File: config.mk
export PLATFORM = sky130hd
export DESIGN_NAME = ps2_host_tx
export DESIGN_NICKNAME = d
export VERILOG_FILES = /design/src/rtl/ps2_host_tx.sv
export SDC_FILE = /design/constraint.sdc
export NUM_CORES = 1
export LEC_CHECK = 0
export ABC_AREA = 1
export BUFFER_PORTS_ARGS = -buffer_cell sky130_fd_sc_hd__buf_2
export CAP_MARGIN = 0
export CORE_AREA = 8 8 91 93
export DETAILED_ROUTE_END_ITERATION = 8
export DIE_AREA = 0 0 99 101
export PLACE_DENSITY = 0.66
export SLEW_MARGIN = 10
export SYNTH_ARGS = -nofsm -noshare
export SYNTH_HDL_FRONTEND = slang
export SYNTH_SLANG_ARGS = --single-unit
export TNS_END_PERCENT = 50
File: constraint.sdc
create_clock -name clock -period 1.97 [get_ports clock]
set_input_delay 0.394 -clock clock [delete_from_list [all_inputs] [get_ports clock]]
set_output_delay 0.394 -clock clock [all_outputs]
set_load 0.02 [all_outputs]
File: src/rtl/ps2_host_tx.sv
// ps2_host_tx: PS/2 host-to-device command byte transmitter; define PS2_TX_RETRY_EN to retry failed frames up to twice
module ps2_host_tx #(
    parameter int INHIBIT_CYCLES = 1200,
    parameter int RTS_CYCLES = 20,
    parameter int START_TIMEOUT = 150000,
    parameter int EDGE_TIMEOUT = 20000
) (
    input  logic       clock,
    input  logic       reset,
    input  logic [7:0] tx_data,
    input  logic       tx_start,
    output logic       tx_busy,
    output logic       tx_done,
    output logic       tx_error,
    output logic [1:0] err_code,
    output logic       rx_inhibit,
    input  logic       ps2_clk_in,
    input  logic       ps2_data_in,
    output logic       ps2_clk_oe,
    output logic       ps2_data_oe
);
    localparam int M1 = START_TIMEOUT > EDGE_TIMEOUT ? START_TIMEOUT : EDGE_TIMEOUT;
    localparam int M2 = INHIBIT_CYCLES > RTS_CYCLES ? INHIBIT_CYCLES : RTS_CYCLES;
    localparam int TW = $clog2((M1 > M2 ? M1 : M2) + 1);

    typedef enum logic [2:0] {IDLE, INHIBIT, RTS, SEND, ACK, WAIT_IDLE, DONE, ERR} state_t;

    state_t state;
    logic [TW-1:0] timer;
    logic [3:0] n;
    logic [8:0] sr;
    logic [7:0] data_q;
    logic [2:0] clk_sync;
    logic [1:0] data_sync;
    logic clk_s, data_s, fall, expired, fail, retry;
    logic [1:0] code;

    assign clk_s = clk_sync[1];
    assign data_s = data_sync[1];
    assign fall = clk_sync[2] & ~clk_sync[1];
    assign rx_inhibit = tx_busy;

`ifdef PS2_TX_RETRY_EN
    logic [1:0] tries;
    assign retry = code != 2'b01 && tries != 2'd2;
`else
    assign retry = 1'b0;
`endif

    // bring the open-drain bus lines into the clock domain; idle bus reads high
    always_ff @(posedge clock or posedge reset) begin
        if (reset) begin
            clk_sync <= '1;
            data_sync <= '1;
        end else begin
            clk_sync <= {clk_sync[1:0], ps2_clk_in};
            data_sync <= {data_sync[0], ps2_data_in};
        end
    end

    // abort detection: timeouts and missing ack; a coincident falling edge beats the timeout
    always_comb begin
        expired = timer == '0;
        fail = (state == SEND && !fall && expired)
            || (state == ACK && (fall ? data_s : expired))
            || (state == WAIT_IDLE && !(clk_s && data_s) && expired);
        code = (state == SEND && n == '0) ? 2'b01 : (state == ACK && fall) ? 2'b11 : 2'b10;
    end

    // transfer sequencer: inhibit, request-to-send, clock out 10 bits on device edges, check ack
    always_ff @(posedge clock or posedge reset) begin
        if (reset) begin
            state <= IDLE;
            timer <= '0;
            n <= '0;
            sr <= '0;
            data_q <= '0;
            tx_busy <= 1'b0;
            tx_done <= 1'b0;
            tx_error <= 1'b0;
            err_code <= 2'b00;
            ps2_clk_oe <= 1'b0;
            ps2_data_oe <= 1'b0;
`ifdef PS2_TX_RETRY_EN
            tries <= 2'd0;
`endif
        end else begin
            tx_done <= 1'b0;
            tx_error <= 1'b0;
            if (fail) begin
                err_code <= code;
                ps2_data_oe <= 1'b0;
                if (retry) begin
                    state <= INHIBIT;
                    timer <= TW'(INHIBIT_CYCLES - 1);
                    ps2_clk_oe <= 1'b1;
`ifdef PS2_TX_RETRY_EN
                    tries <= tries + 2'd1;
`endif
                end else begin
                    state <= ERR;
                    ps2_clk_oe <= 1'b0;
                    tx_error <= 1'b1;
                    tx_busy <= 1'b0;
                end
            end else begin
                case (state)
                    IDLE: if (tx_start) begin
                        state <= INHIBIT;
                        data_q <= tx_data;
                        timer <= TW'(INHIBIT_CYCLES - 1);
                        ps2_clk_oe <= 1'b1;
                        ps2_data_oe <= 1'b0;
                        tx_busy <= 1'b1;
                        err_code <= 2'b00;
`ifdef PS2_TX_RETRY_EN
                        tries <= 2'd0;
`endif
                    end
                    INHIBIT: if (expired) begin
                        state <= RTS;
                        timer <= TW'(RTS_CYCLES - 1);
                        ps2_data_oe <= 1'b1;
                    end else timer <= timer - TW'(1);
                    RTS: if (expired) begin
                        state <= SEND;
                        timer <= TW'(START_TIMEOUT);
                        ps2_clk_oe <= 1'b0;
                        n <= '0;
                        sr <= {~^data_q, data_q};
                    end else timer <= timer - TW'(1);
                    // shifting in ones makes the tenth edge present the stop bit
                    SEND: if (fall) begin
                        n <= n + 4'd1;
                        timer <= TW'(EDGE_TIMEOUT);
                        ps2_data_oe <= ~sr[0];
                        sr <= {1'b1, sr[8:1]};
                        if (n == 4'd9) state <= ACK;
                    end else timer <= timer - TW'(1);
                    ACK: if (fall) begin
                        state <= WAIT_IDLE;
                        timer <= TW'(EDGE_TIMEOUT);
                    end else timer <= timer - TW'(1);
                    WAIT_IDLE: if (clk_s && data_s) begin
                        state <= DONE;
                        tx_done <= 1'b1;
                        tx_busy <= 1'b0;
                    end else timer <= timer - TW'(1);
                    default: state <= IDLE;
                endcase
            end
        end
    end
endmodule
==> reports/results.ini <==
[synth]
synth_top_area_share_pct=35.03
ys.flop_type=dfrtp_1
ys_warn_count=0
post_synth_num_cell_types=41
synth_cells=471
yosys-top-cells-area=dfrtp_1 35%, nand2_1 19%, nand3_1 5.3%
synth_seq_cells=54
synth_edf_count=0
synth.avg_cell_area_um2=7.433
async_flop_share_pct=100.0
netlist_area_mm2=0.003501
synth_nets=489
synth_top_area_cell=dfrtp_1
yosysSeqAreaShare_pct=38.78

[critical_path]
cp.required_ns=2.18
critPathKind=reg2reg
end_kind=flip-flop
crit_fanout=22
rr_endpoint=timer[13]
crit_path_end=timer[13]
rrSetupSlack_ns=0.11
critPathLaunch=timer[3]
r2r_cells=13
path_cells=nor2_2, nand3_1, nor2_2, nand2_4, nand2_2, nand2_4, nand2_8, buf_4, inv_6, nand2_8, inv_6, nand2_1, o21ai_2
cp_slowest_cell=dfrtp_1
r2r-start=timer[3]
arrival_ns=2.07
startpoint_type=flip-flop
slowest_delay_ns=0.45

[timing]
tightest_slew_ns=0.5547
period_needed_ns=1.860
max_freq_mhz=537.6
fin_tns_setup_ns=0
rsz0062_at_grt=yes
fin_hold_ws_ns=0.1053
slew_headroom_pct=62.93
finalClockSkew_ns=0.01214
drv_slew=0
period_share_pct=94.43
report.final.hold_viol_count=0
setup_viol=0

[drt]
routed_wl_mm=8.298
vias_per_cell=5.214
dr_total_vias=3113
final_antenna_net_count=0
wl_per_cell_um=13.90
first_iter_violations=107
drc=0
drtPass1Iterations=4

[placed_design]
place_area_mm2=0.003839
dp_hpwl_mm=6.426
portBuffers=20
routabilityCongestion=0.9308
place_inst=589

[die]
rows=31
start_util_pct=50.42
core_mm2=0.006943
fp.dieH_um=101
fp.dieW_um=99
dieArea_mm2=0.009999
ios=21

[layout]
drive_gt1_share_pct=24.85
diodes=0
multiInputGateArea_mm2=0.001942
fin_cells=597
postLayoutCellArea_mm2=0.003994
final_cell_mix=168 x nand2_1, 49 x dfrtp_1, 39 x inv_1
nFillCells=662
finish.net_count=532
final_common_cell=nand2_1
seq_area_mm2=0.001358
areaGrowthSynthToFinish_pct=14.08

[global_route]
grt_max_degree=33
grt_pass1_wl_mm=13.63
grt_pass1_vias=2983
grt_overflow=0
antenna_found_initial=0
grt_usage_pct=17.05

[cts]
cts.root.buffer_cell=clkbuf_8
clkLatencyLatePin_ns=0.32
cts_setup_buffers=0
cts_tree=built
htree_num_levels=2
cts_hold_buf=0
cts_resized=0
path_clk_slew_ns=0.11
numCtsBuffers=5
clock_sinks=54
cts_buffer_depth=2

[power]
leakage_nw=2.138
netSwitchingFraction_pct=49.11
power.share.clock_pct=11.2
ir_worst_vdd_mv=0.6800
pwr-share-comb_pct=58.2
intPower_mw=3.085
switching_power_mw=2.977
p_per_area_mw_per_mm2=1518
totalPowerFinal_mw=6.062
p_seq_share_pct=30.6

[hold_path]
hp-class=in2async

[flow_run]
drv_cap=0

[run_status]
status=complete, no violations

## per-layer routing
layer  global-route usage (%)  routed length, um
met5                        0                  0
met4                    5.903                166
met3                    2.762                265
met2                    30.04               4175
met1                    20.51               3690
## synth_stat cells (7+ instances only)
master	number
mux2_2	8
xor2_1	8
o21ai_0	20
o21ai_2	7
nand2_2	7
dfrtp_1	49
nor2_1	36
inv_1	40
nor2_2	11
xnor2_1	7
nand2_1	173
nand3_1	37
## flip-flops by register name (all words and copies together), names as in the netlist
register	count
clk_sync	3
data_sync	2
sr	9
err_code	2
n	4
tx_done	1
tx_error	1
data_q	8
ps2_clk_oe	1
state	3
rx_inhibit	1
timer	18
ps2_data_oe	1
## power groups by stage
stage	clock network (mW)	registers [mW]	logic, mW
2_1_floorplan	0	1.84	2.65
3_3_place_gp	0	1.85	3.38
3_5_place_dp	0	1.86	3.43
4_1_cts	0.705	1.84	3.44
5_1_grt	0.736	1.90	3.97
6_report	0.682	1.85	3.53
## worst min-delay path by stage
stage	start	end	slack [ns]	cells past startpoint
2_1_floorplan	clk_sync[0]	clk_sync[1]	0.35	0
3_3_place_gp	data_sync[0]	data_sync[1]	0.35	0
3_5_place_dp	clk_sync[0]	clk_sync[1]	0.35	0
4_1_cts	reset	n[1]	0.12	2
5_1_grt	reset	n[1]	0.13	2
6_report	reset	n[1]	0.11	2
## cell type report
cell class | instances | share of cell area, %
sequential | 54 | 33.99
clock inverter | 3 | 0.6892
tap | 82 | 2.569
multi-input combinational | 360 | 48.62
inverter | 47 | 4.699
clock buffer | 5 | 1.723
timing repair buffer | 46 | 7.707
## logic make-up after synthesis
| family | synth area share, % |
|---|---|
| AND/OR/NAND/NOR | 37.92 |
| adder cells (fa/ha/maj) | 1.787 |
| flip-flops | 38.78 |
| multiplexers | 2.573 |
| buffers and inverters | 7.362 |
| AO/OA/AOI/OAI | 7.827 |
| XOR/XNOR | 3.753 |
## metrics by stage
stage / setup WS [ns] / utilization [%]
final: 0.1098 / 57.52
after global routing: -0.02753 / 57.52
after CTS: 0.01760 / 56.68
after detailed placement: 0.01816 / 55.29
after global placement: 0.08887 / 55.29
after floorplan: 0.2592 / -
## critical path: cells and delay by family, from the launching register on
| kind | cells | cell delay [ns] |
|---|---|---|
| compound gates | 1 | 0.05 |
| buf+inv | 3 | 0.27 |
| flops | 1 | 0.45 |
| simple gates | 9 | 0.96 |
Note: power is estimated with default switching activity, not from simulation.
